--- src/rtl/output_uart_streamer.sv ---
// rtl/output_uart_streamer.sv - captures output words into a FIFO and serialises them on an 8N1 UART line
//
// Purpose:
//   Each data_valid strobe pushes data_in into a small circular FIFO. A
//   transmit FSM pops one word at a time from IDLE and sends it as a sequence
//   of 8N1 characters, LSB first, on uart_tx. A push that finds the FIFO full
//   (and no pop in the same cycle) is dropped and sets a sticky overflow flag.
//   The processor is never stalled.
//
// Optional feature (macro OUTPUT_UART_ASCII_HEX_EN):
//   defined   - each word goes out as DATA_WIDTH/4 uppercase ASCII hex digits,
//               most significant nibble first, followed by CR LF.
//   undefined - each word goes out as DATA_WIDTH/8 raw bytes, MSB first.
//
// Ports:
//   clk        - system clock, rising edge
//   reset      - asynchronous active-low reset
//   data_in    - word to capture
//   data_valid - one-cycle push strobe
//   uart_tx    - serial line, idle high (registered)
//   busy       - high while a word is being transmitted (registered)
//   fifo_empty - registered view of count == 0
//   fifo_full  - registered view of count == FIFO_DEPTH
//   overflow   - sticky: a push was dropped

module output_uart_streamer #(
    parameter int DATA_WIDTH   = 16,
    parameter int FIFO_DEPTH   = 8,
    parameter int CLKS_PER_BIT = 434
) (
    input  logic                  clk,
    input  logic                  reset,
    input  logic [DATA_WIDTH-1:0] data_in,
    input  logic                  data_valid,
    output logic                  uart_tx,
    output logic                  busy,
    output logic                  fifo_empty,
    output logic                  fifo_full,
    output logic                  overflow
);

    localparam int PTR_W  = $clog2(FIFO_DEPTH);
    localparam int CNT_W  = PTR_W + 1;
    localparam int BAUD_W = $clog2(CLKS_PER_BIT);
`ifdef OUTPUT_UART_ASCII_HEX_EN
    localparam int NIBBLES   = DATA_WIDTH / 4;
    localparam int NUM_CHARS = NIBBLES + 2;
`else
    localparam int NUM_CHARS = DATA_WIDTH / 8;
`endif
    localparam int IDX_W = $clog2(NUM_CHARS + 1);

    typedef enum logic [1:0] {
        IDLE  = 2'd0,
        START = 2'd1,
        DATA  = 2'd2,
        STOP  = 2'd3
    } state_t;

    // FIFO storage and bookkeeping
    logic [DATA_WIDTH-1:0] mem [FIFO_DEPTH];
    logic [PTR_W-1:0]      wr_ptr;
    logic [PTR_W-1:0]      rd_ptr;
    logic [CNT_W-1:0]      count;
    logic                  count_full;
    logic                  push;
    logic                  pop;

    // Transmitter state
    state_t                state;
    state_t                state_next;
    logic [BAUD_W-1:0]     baud_cnt;
    logic [BAUD_W-1:0]     baud_next;
    logic                  baud_done;
    logic [2:0]            bit_idx;
    logic [2:0]            bit_next;
    logic [IDX_W-1:0]      char_idx;
    logic [IDX_W-1:0]      char_next;
    logic [DATA_WIDTH-1:0] word_reg;
    logic [DATA_WIDTH-1:0] word_next;
    logic [7:0]            cur_char;
    logic [7:0]            cur_char_next;
    logic                  last_char;
    logic                  tx_next;
    logic                  busy_next;

    // Character number idx of word w, in transmission order.
    function automatic logic [7:0] char_of(input logic [DATA_WIDTH-1:0] w,
                                           input logic [IDX_W-1:0]      idx);
        logic [7:0] ch;
`ifdef OUTPUT_UART_ASCII_HEX_EN
        logic [3:0] nib;
        nib = 4'h0;
        ch  = 8'h0A;
        if (idx < IDX_W'(NIBBLES)) begin
            nib = 4'(w >> (DATA_WIDTH - 4 * (int'(idx) + 1)));
            // '0'..'9' start at 0x30; 'A' is 0x41 = 0x37 + 10
            ch  = (nib < 4'd10) ? (8'h30 + {4'h0, nib}) : (8'h37 + {4'h0, nib});
        end else if (idx == IDX_W'(NIBBLES)) begin
            ch = 8'h0D;
        end
`else
        ch = 8'(w >> (DATA_WIDTH - 8 * (int'(idx) + 1)));
`endif
        return ch;
    endfunction

    assign count_full = (count == CNT_W'(FIFO_DEPTH));
    assign baud_done  = (baud_cnt == BAUD_W'(CLKS_PER_BIT - 1));
    assign last_char  = (char_idx == IDX_W'(NUM_CHARS - 1));

    // A pop frees a slot in the same cycle, so a push into a full FIFO is
    // still accepted when the transmitter is taking a word.
    assign push = data_valid && (!count_full || pop);

    // Next-state and next-output logic. The pop decision uses the live count
    // rather than the registered fifo_empty so that a word pushed into an
    // empty FIFO is taken on the very next edge.
    always_comb begin
        state_next    = state;
        baud_next     = baud_cnt;
        bit_next      = bit_idx;
        char_next     = char_idx;
        word_next     = word_reg;
        cur_char_next = cur_char;
        pop           = 1'b0;

        case (state)
            IDLE: begin
                baud_next = '0;
                if (count != '0) begin
                    pop           = 1'b1;
                    word_next     = mem[rd_ptr];
                    char_next     = '0;
                    cur_char_next = char_of(mem[rd_ptr], '0);
                    state_next    = START;
                end
            end
            START: begin
                if (baud_done) begin
                    baud_next  = '0;
                    bit_next   = 3'd0;
                    state_next = DATA;
                end else begin
                    baud_next = baud_cnt + BAUD_W'(1);
                end
            end
            DATA: begin
                if (baud_done) begin
                    baud_next = '0;
                    if (bit_idx == 3'd7) begin
                        state_next = STOP;
                    end else begin
                        bit_next = bit_idx + 3'd1;
                    end
                end else begin
                    baud_next = baud_cnt + BAUD_W'(1);
                end
            end
            STOP: begin
                if (baud_done) begin
                    baud_next = '0;
                    if (last_char) begin
                        state_next = IDLE;
                    end else begin
                        // Next character of the same word follows with no gap
                        char_next     = char_idx + IDX_W'(1);
                        cur_char_next = char_of(word_reg, char_idx + IDX_W'(1));
                        state_next    = START;
                    end
                end else begin
                    baud_next = baud_cnt + BAUD_W'(1);
                end
            end
            default: begin
                state_next = IDLE;
            end
        endcase
    end

    // Line and busy are registered from the next state so they change on the
    // same edge as the FSM.
    always_comb begin
        tx_next = 1'b1;
        case (state_next)
            START:   tx_next = 1'b0;
            DATA:    tx_next = cur_char_next[bit_next];
            default: tx_next = 1'b1;
        endcase
        busy_next = (state_next != IDLE);
    end

    always_ff @(posedge clk or negedge reset) begin
        if (!reset) begin
            state    <= IDLE;
            baud_cnt <= '0;
            bit_idx  <= 3'd0;
            char_idx <= '0;
            word_reg <= '0;
            cur_char <= 8'h00;
            uart_tx  <= 1'b1;
            busy     <= 1'b0;
        end else begin
            state    <= state_next;
            baud_cnt <= baud_next;
            bit_idx  <= bit_next;
            char_idx <= char_next;
            word_reg <= word_next;
            cur_char <= cur_char_next;
            uart_tx  <= tx_next;
            busy     <= busy_next;
        end
    end

    // FIFO pointers, count and status flags
    always_ff @(posedge clk or negedge reset) begin
        if (!reset) begin
            wr_ptr     <= '0;
            rd_ptr     <= '0;
            count      <= '0;
            fifo_empty <= 1'b1;
            fifo_full  <= 1'b0;
            overflow   <= 1'b0;
        end else begin
            if (push) begin
                wr_ptr <= wr_ptr + PTR_W'(1);
            end
            if (pop) begin
                rd_ptr <= rd_ptr + PTR_W'(1);
            end
            case ({push, pop})
                2'b10:   count <= count + CNT_W'(1);
                2'b01:   count <= count - CNT_W'(1);
                default: count <= count;
            endcase
            fifo_empty <= (count == '0);
            fifo_full  <= count_full;
            if (data_valid && !push) begin
                overflow <= 1'b1;
            end
        end
    end

    // Storage needs no reset: the pointers define which entries are valid.
    always_ff @(posedge clk) begin
        if (push) begin
            mem[wr_ptr] <= data_in;
        end
    end

endmodule

--- config.mk ---
export PLATFORM = sky130hd
export DESIGN_NAME = output_uart_streamer
export DESIGN_NICKNAME = d
export VERILOG_FILES = /design/src/rtl/output_uart_streamer.sv
export SDC_FILE = /design/constraint.sdc
export NUM_CORES = 1
export LEC_CHECK = 0
export ABC_AREA = 0
export BUFFER_PORTS_ARGS = -buffer_cell sky130_fd_sc_hd__buf_2
export CORE_MARGIN = 10
export CORE_UTILIZATION = 55
export CTS_CLUSTER_SIZE = 30
export DETAILED_ROUTE_END_ITERATION = 10
export GPL_TIMING_DRIVEN = 0
export PLACE_DENSITY = 0.72
export REMOVE_ABC_BUFFERS = 1
export SLEW_MARGIN = 15
export SYNTH_ARGS = -nofsm -noshare
export SYNTH_HDL_FRONTEND = slang
export SYNTH_SLANG_ARGS = --single-unit
--- constraint.sdc ---
create_clock -name clk -period 9.25 [get_ports clk]
set_clock_uncertainty 0.2 [all_clocks]
set_input_delay 0 -clock clk [delete_from_list [all_inputs] [get_ports clk]]
set_output_delay 0 -clock clk [all_outputs]
set_load 0.03 [all_outputs]
# [After elaboration in Yosys (flattened, before gate mapping)]
# Memory sizes are Yosys's and may differ from the RTL's.
# Cells that the tools add are included.
[totals] reg_bits=55 ram_bits=128 inputBits=19 out_inout_bits=5 mem_count=1
[memory_table] name="mem" words=8 word_bits=16 rd=1 rd_ports_with_merged_regs=0 wr=1 line_no="61" source="logic [DATA_WIDTH-1:0] mem [FIFO_DEPTH];"
[op_classes] n_addsub=9 n_lt_le_gt_ge=1 eq_ne=14 shift=1 muxes=29 reduce_logical=14
[op_table] op="right shift 16 x 32 -> 8 bit" count=1
[op_table] op="2-to-1 mux 8 bit" count=3
[op_table] op="case mux 9 bit (2 select lines)" count=1
[op_table] op="2-to-1 mux 2 bit" count=8
[op_table] op="case mux 8 bit (2 select lines)" count=1
[op_table] op="adder 3 x 1 -> 3 bit (second input constant)" count=3
[op_table] op="adder 9 x 1 -> 9 bit (second input constant)" count=1
[op_table] op="equality test 9 bit (second input constant)" count=1
[op_table] op="2-to-1 mux 3 bit" count=3
[op_table] op="2-to-1 mux 9 bit" count=1
[op_table] op="equality test 2 x 1 -> 1 bit (second input constant)" count=4
[op_table] op="equality test 2 bit (second input constant)" count=4
[op_table] op="case mux 2 bit (4 select lines)" count=1
[op_table] op="case mux 4 bit (2 select lines)" count=1
[op_table] op="subtractor 5 x 6 -> 7 bit (first input constant)" count=1
[op_table] op="2-to-1 mux 1 bit" count=6
[op_table] op="inequality test 2 bit (second input constant)" count=3
[op_table] op="case mux 3 bit (2 select lines)" count=1
[op_table] op="nonzero test 2 bit" count=3
[op_table] op="adder 4 x 1 -> 4 bit (second input constant)" count=1
[op_table] op="equality test 4 bit (second input constant)" count=1
[op_table] op="logical NOT 4 bit" count=1
[op_table] op="< comparator 3 x 4 -> 1 bit (second input constant)" count=1
[op_table] op="case mux 2 bit (2 select lines)" count=1
[op_table] op="other kinds (14)" count=16

# [Depth between registers and ports, before layout]
[logic_depth] depth_word=10 mapped_depth=11 depth_no_buf=11

# [Worst setup path after synthesis]
# Ideal clock, no wire load.
[synth_timing] path_kind="reg-to-reg" start="register state[0]" end="memory mem[0][0] (enable)" setup_time_ns=0.409 arrival_time_ns=2.513 t_required_ns=8.641 setup_slack_ns=6.128 stages_incl_launch_ff=7 n_path_buf=1 period_less_slack_ns=3.122 path_cell_list="dfrtp_1 inv_1 ha_1 buf_2 o21ai_0 or2_2 nor3_1"
[synth_via] elab_chain_cells=6
[synth_lines] item="from (decl)" line_no="70" source="state_t state;"
[synth_lines] item="from (signal assigned)" line_no="204" source="state <= state_next;"
[synth_lines] item="logical NOT 2 bit" line_no="128" source="case (state)"
[synth_lines] item="2-to-1 mux 1 bit" line_no="128"
[synth_lines] item="logical OR 1 bit" line_no="114" source="assign push = data_valid && (!count_full || pop);"
[synth_lines] item="logical AND 1 bit" line_no="114"
[synth_lines] item="2-to-1 mux 1 bit" line_no="246" source="if (push) begin"
[synth_lines] item="2-to-1 mux 1 bit (not written as such)" line_no="247" source="mem[wr_ptr] <= data_in;"
[synth_lines] item="to (decl)" line_no="61"
# Every way passes these cells.

# [Worst setup path after layout]
[layout_timing] start="register rd_ptr[2]" end="register uart_tx"
[layout_via] elab_chain_cells=6
[layout_lines] item="from (decl)" line_no="63" source="logic [PTR_W-1:0] rd_ptr;"
[layout_lines] item="from (signal assigned)" line_no="229" source="rd_ptr <= rd_ptr + PTR_W'(1);"
[layout_lines] item="memory read (8 x 16 bit)"
[layout_lines] item="2-to-1 mux 8 bit" line_no="131" source="if (count != '0) begin"
[layout_lines] item="case mux 8 bit (2 select lines)" line_no="128"
[layout_lines] item="binary-select mux 1 bit (select 3 bit)" line_no="187" source="DATA: tx_next = cur_char_next[bit_next];"
[layout_lines] item="2-to-1 mux 1 bit (not written as such)" line_no="187"
[layout_lines] item="case mux 1 bit (2 select lines)" line_no="185" source="case (state_next)"
[layout_lines] item="named net tx_next" line_no="84" source="logic tx_next;"
[layout_lines] item="to (signal assigned)" line_no="210" source="uart_tx <= tx_next;"
[layout_lines] item="to (decl)" line_no="35" source="output logic uart_tx,"
# The timed path passes the listed nets, and every way through them passes these cells. The select of a mux whose other input is x is not followed.
# A chain may end at the register's enable or synchronous reset.

==> results.yml <==
worst_setup_path:
  required_ns: 9.38
  r2r-end: "uart_tx"
  r2r_cells: 7
  path_delay_family: "compound AO/OA/AOI/OAI gates"
  max_stage_delay_ns: 1.06
  crit_fanout: 21
  startpoint_type: "flop"
  rrSetupSlack_ns: 6.24
  critPathArrivalTime_ns: 3.14
  path_cells: "nand2b_1 > o22ai_1 > nor3_1 > a221oi_1 > o2bb2ai_1 > a211oi_1 > a31oi_1"
  cp_slowest_cell: "dfrtp_1"
  crit_path_end_kind: "flop"
  worstReg2RegStart: "rd_ptr[2]"
  worstSetupPathType: "flop to flop"
  crit_buf_inv: 0
worst_hold_path:
  worst_hold_path.endpoint: "overflow"
  min_from: "data_valid"
  holdPathStages: 3
  hp-class: "input pin to flop"
placement:
  place_congestion: 0.841
  dp_hpwl_um: 9550
  place_area_um2: 8170
  portBuffers: 23
final_layout:
  fin_nets: 590
  layout-drive-gt1-share_pct: 23.0
  ff_latch_area_um2: 5230
  n_antenna_cell: 0
  multi_input_area_um2: 2350
  syn2layout_area_growth_pct: 17.4
  fin_area_um2: 9010
  largest_reg_flops: 128
  fill_cells: 950
die:
  core-area_um2: 13800
  die_w_um: 138
  initial_core_util_pct: 55.8
  rows: 43
  io_pins: 24
  die_h_um: 138
  die_area_um2: 19100
logic_synthesis:
  synthesis.area_um2: 7680
  yosysTopAreaCellShare_pct: 50.1
  yosysMostFrequentCell: "edfxtp_1"
  ys_ff_latch: 183
  synth_cell_types: 56
  synthCells: 498
  synth_flop_cell: "edfxtp_1"
  syn_avg_cell_area_um2: 15.4
  yosys.area.top_type: "edfxtp_1"
  synth_common_cells: "edfxtp_1 (128), dfrtp_1 (53), nand2_1 (46)"
  synth-edff-count: 128
  yosysSeqAreaShare_pct: 68.0
  synth-async-reset-ratio_pct: 30.1
  yosys_warnings: 0
  synthTopCellsByArea: "edfxtp_1 (50%), dfrtp_1 (17%), mux4_2 (7.6%)"
route:
  via_per_inst: 5.70
  drt-initial-drc-count: 316
  drc_errors: 0
  wl_um: 14200
  vias: 4269
  wl_per_cell_um: 19.0
  drt_pre_antenna_iters: 4
  antenna_left: 0
timing:
  drv_slew: 0
  rsz0062_at_grt: "false"
  fmax_mhz: 332
  period_share_pct: 32.6
  fin_crit_ns: 3.01
  tightest_slew_ns: 1.09
  max-slew-margin-rel_pct: 27.6
  setup_viol: 0
  fin_setup_tns_ns: 0
  report.final.hold_viol_count: 0
pwr:
  p_per_area_nw_per_um2: 311
  power_leakage_nw: 3.35
  peakVddDrop_mv: 0.166
grt:
  grt_util_all_layers_pct: 15.3
  grt_overflow: 0
  antenna_found_initial: 0
  grt_max_degree: 54
  grt_pass1_wl_um: 23500
  grt_pass1_vias: 4513
clocking:
  cts-root-buf: "clkbuf_16"
  clk_latency_ns: 0.42
  htree_levels: 4
  clkTransAtPathRegs_ns: 0.07
  clockBufferDepth: 2
  tritoncts: "yes"
  cts_buffers: 17
  cts.sinks: 183
  cts-resized-gates: 0
run:
  drv_cap: 0
run_status:
  status: "finished, final reports clean"
[worst min-delay path, cell delays in order]
cell and delay [ns]:
dlygate4sd3_1 0.52, buf_2 0.13, a21o_1 0.10
[kinds of logic after synthesis]
group	Yosys count	share of synthesized area, %
xor+xnor	12	1.37
simple gates	121	7.58
compound gates	75	6.83
buf+inv	35	1.81
mux	58	12.0
fa+ha+maj	14	2.38
flops	183	68.0
[metrics by stage]
stage | cells | util (%) | power, W | hold WS (ns) | worst slack, ns
detailed placement | 698 | 59.3 | 0.00206 | -0.106 | 6.21
CTS | 749 | 65.4 | 0.00283 | 0.144 | 6.17
global route | 749 | 65.4 | 0.00296 | 0.167 | 6.07
floorplan | 481 | - | 0.00177 | -0.496 | 5.73
global placement | 684 | 57.7 | 0.00197 | 0.0409 | 4.88
finish | 749 | 65.4 | 0.00280 | 0.164 | 6.24
[worst max path at each step]
stage / endpoint / from / cells past startpoint
4_1_cts: uart_tx / rd_ptr[2] / 7
5_1_grt: uart_tx / rd_ptr[2] / 7
2_1_floorplan: count[3] / count[1] / 9
6_report: uart_tx / rd_ptr[2] / 7
3_3_place_gp: mem[0][12] / state[0] / 5
3_5_place_dp: uart_tx / rd_ptr[2] / 7
[report_power, final]
group / switching [W] / internal, W
clock: 0.000300 / 0.000455
combinational: 0.000455 / 0.000398
sequential: 0.000139 / 0.00105
total: 0.000894 / 0.00190
[timing repair]
item,in CTS,in global routing
setup endpoints to repair,0,0
hold endpoints to repair,189,0
hold buffers,20,0
buffers inserted,0,0
[cell usage in the layout (no fill, tap or decap), types with 3 or more instances in the layout]
| cell type | count |
|---|---|
| buf_2 | 22 |
| a31oi_1 | 4 |
| nor3_1 | 10 |
| dfrtp_1 | 51 |
| bufinv_16 | 4 |
| a22oi_1 | 4 |
| xnor2_1 | 8 |
| mux2i_1 | 18 |
| o22ai_1 | 6 |
| edfxtp_1 | 128 |
| buf_4 | 5 |
| buf_6 | 4 |
| nand2b_1 | 6 |
| nor2b_1 | 3 |
| a211oi_1 | 4 |
| nand3_1 | 6 |
| mux4_2 | 26 |
| nor2_2 | 6 |
| nor2_1 | 22 |
| o21ai_0 | 23 |
| inv_1 | 18 |
| a21o_1 | 4 |
| mux2_2 | 14 |
| clkbuf_16 | 17 |
| nand2_1 | 46 |
| o31ai_1 | 4 |
| ha_1 | 13 |
| buf_8 | 4 |
| dlygate4sd3_1 | 19 |
| xor2_1 | 4 |
| a21oi_1 | 7 |
| or2_2 | 6 |
[routing by layer]
metal	track usage (%)	share of wire (%)	up-vias
li1	-	-	2028
met1	19.0	45	2150
met2	25.5	51	79
met3	4.14	3.6	12
met4	4.77	0.99	0
met5	0	0	-
[area by class of cell]
type                            count  area share [%]
Multi-Input combinational cell    280            26.1
Inverter                           18           0.750
Clock inverter                     13            2.14
Tap cell                          180            2.50
Clock buffer                       18            4.76
Sequential cell                   183            58.0
Timing Repair Buffer               57            5.75
No activity file was read; power rests on OpenSTA's default activity.
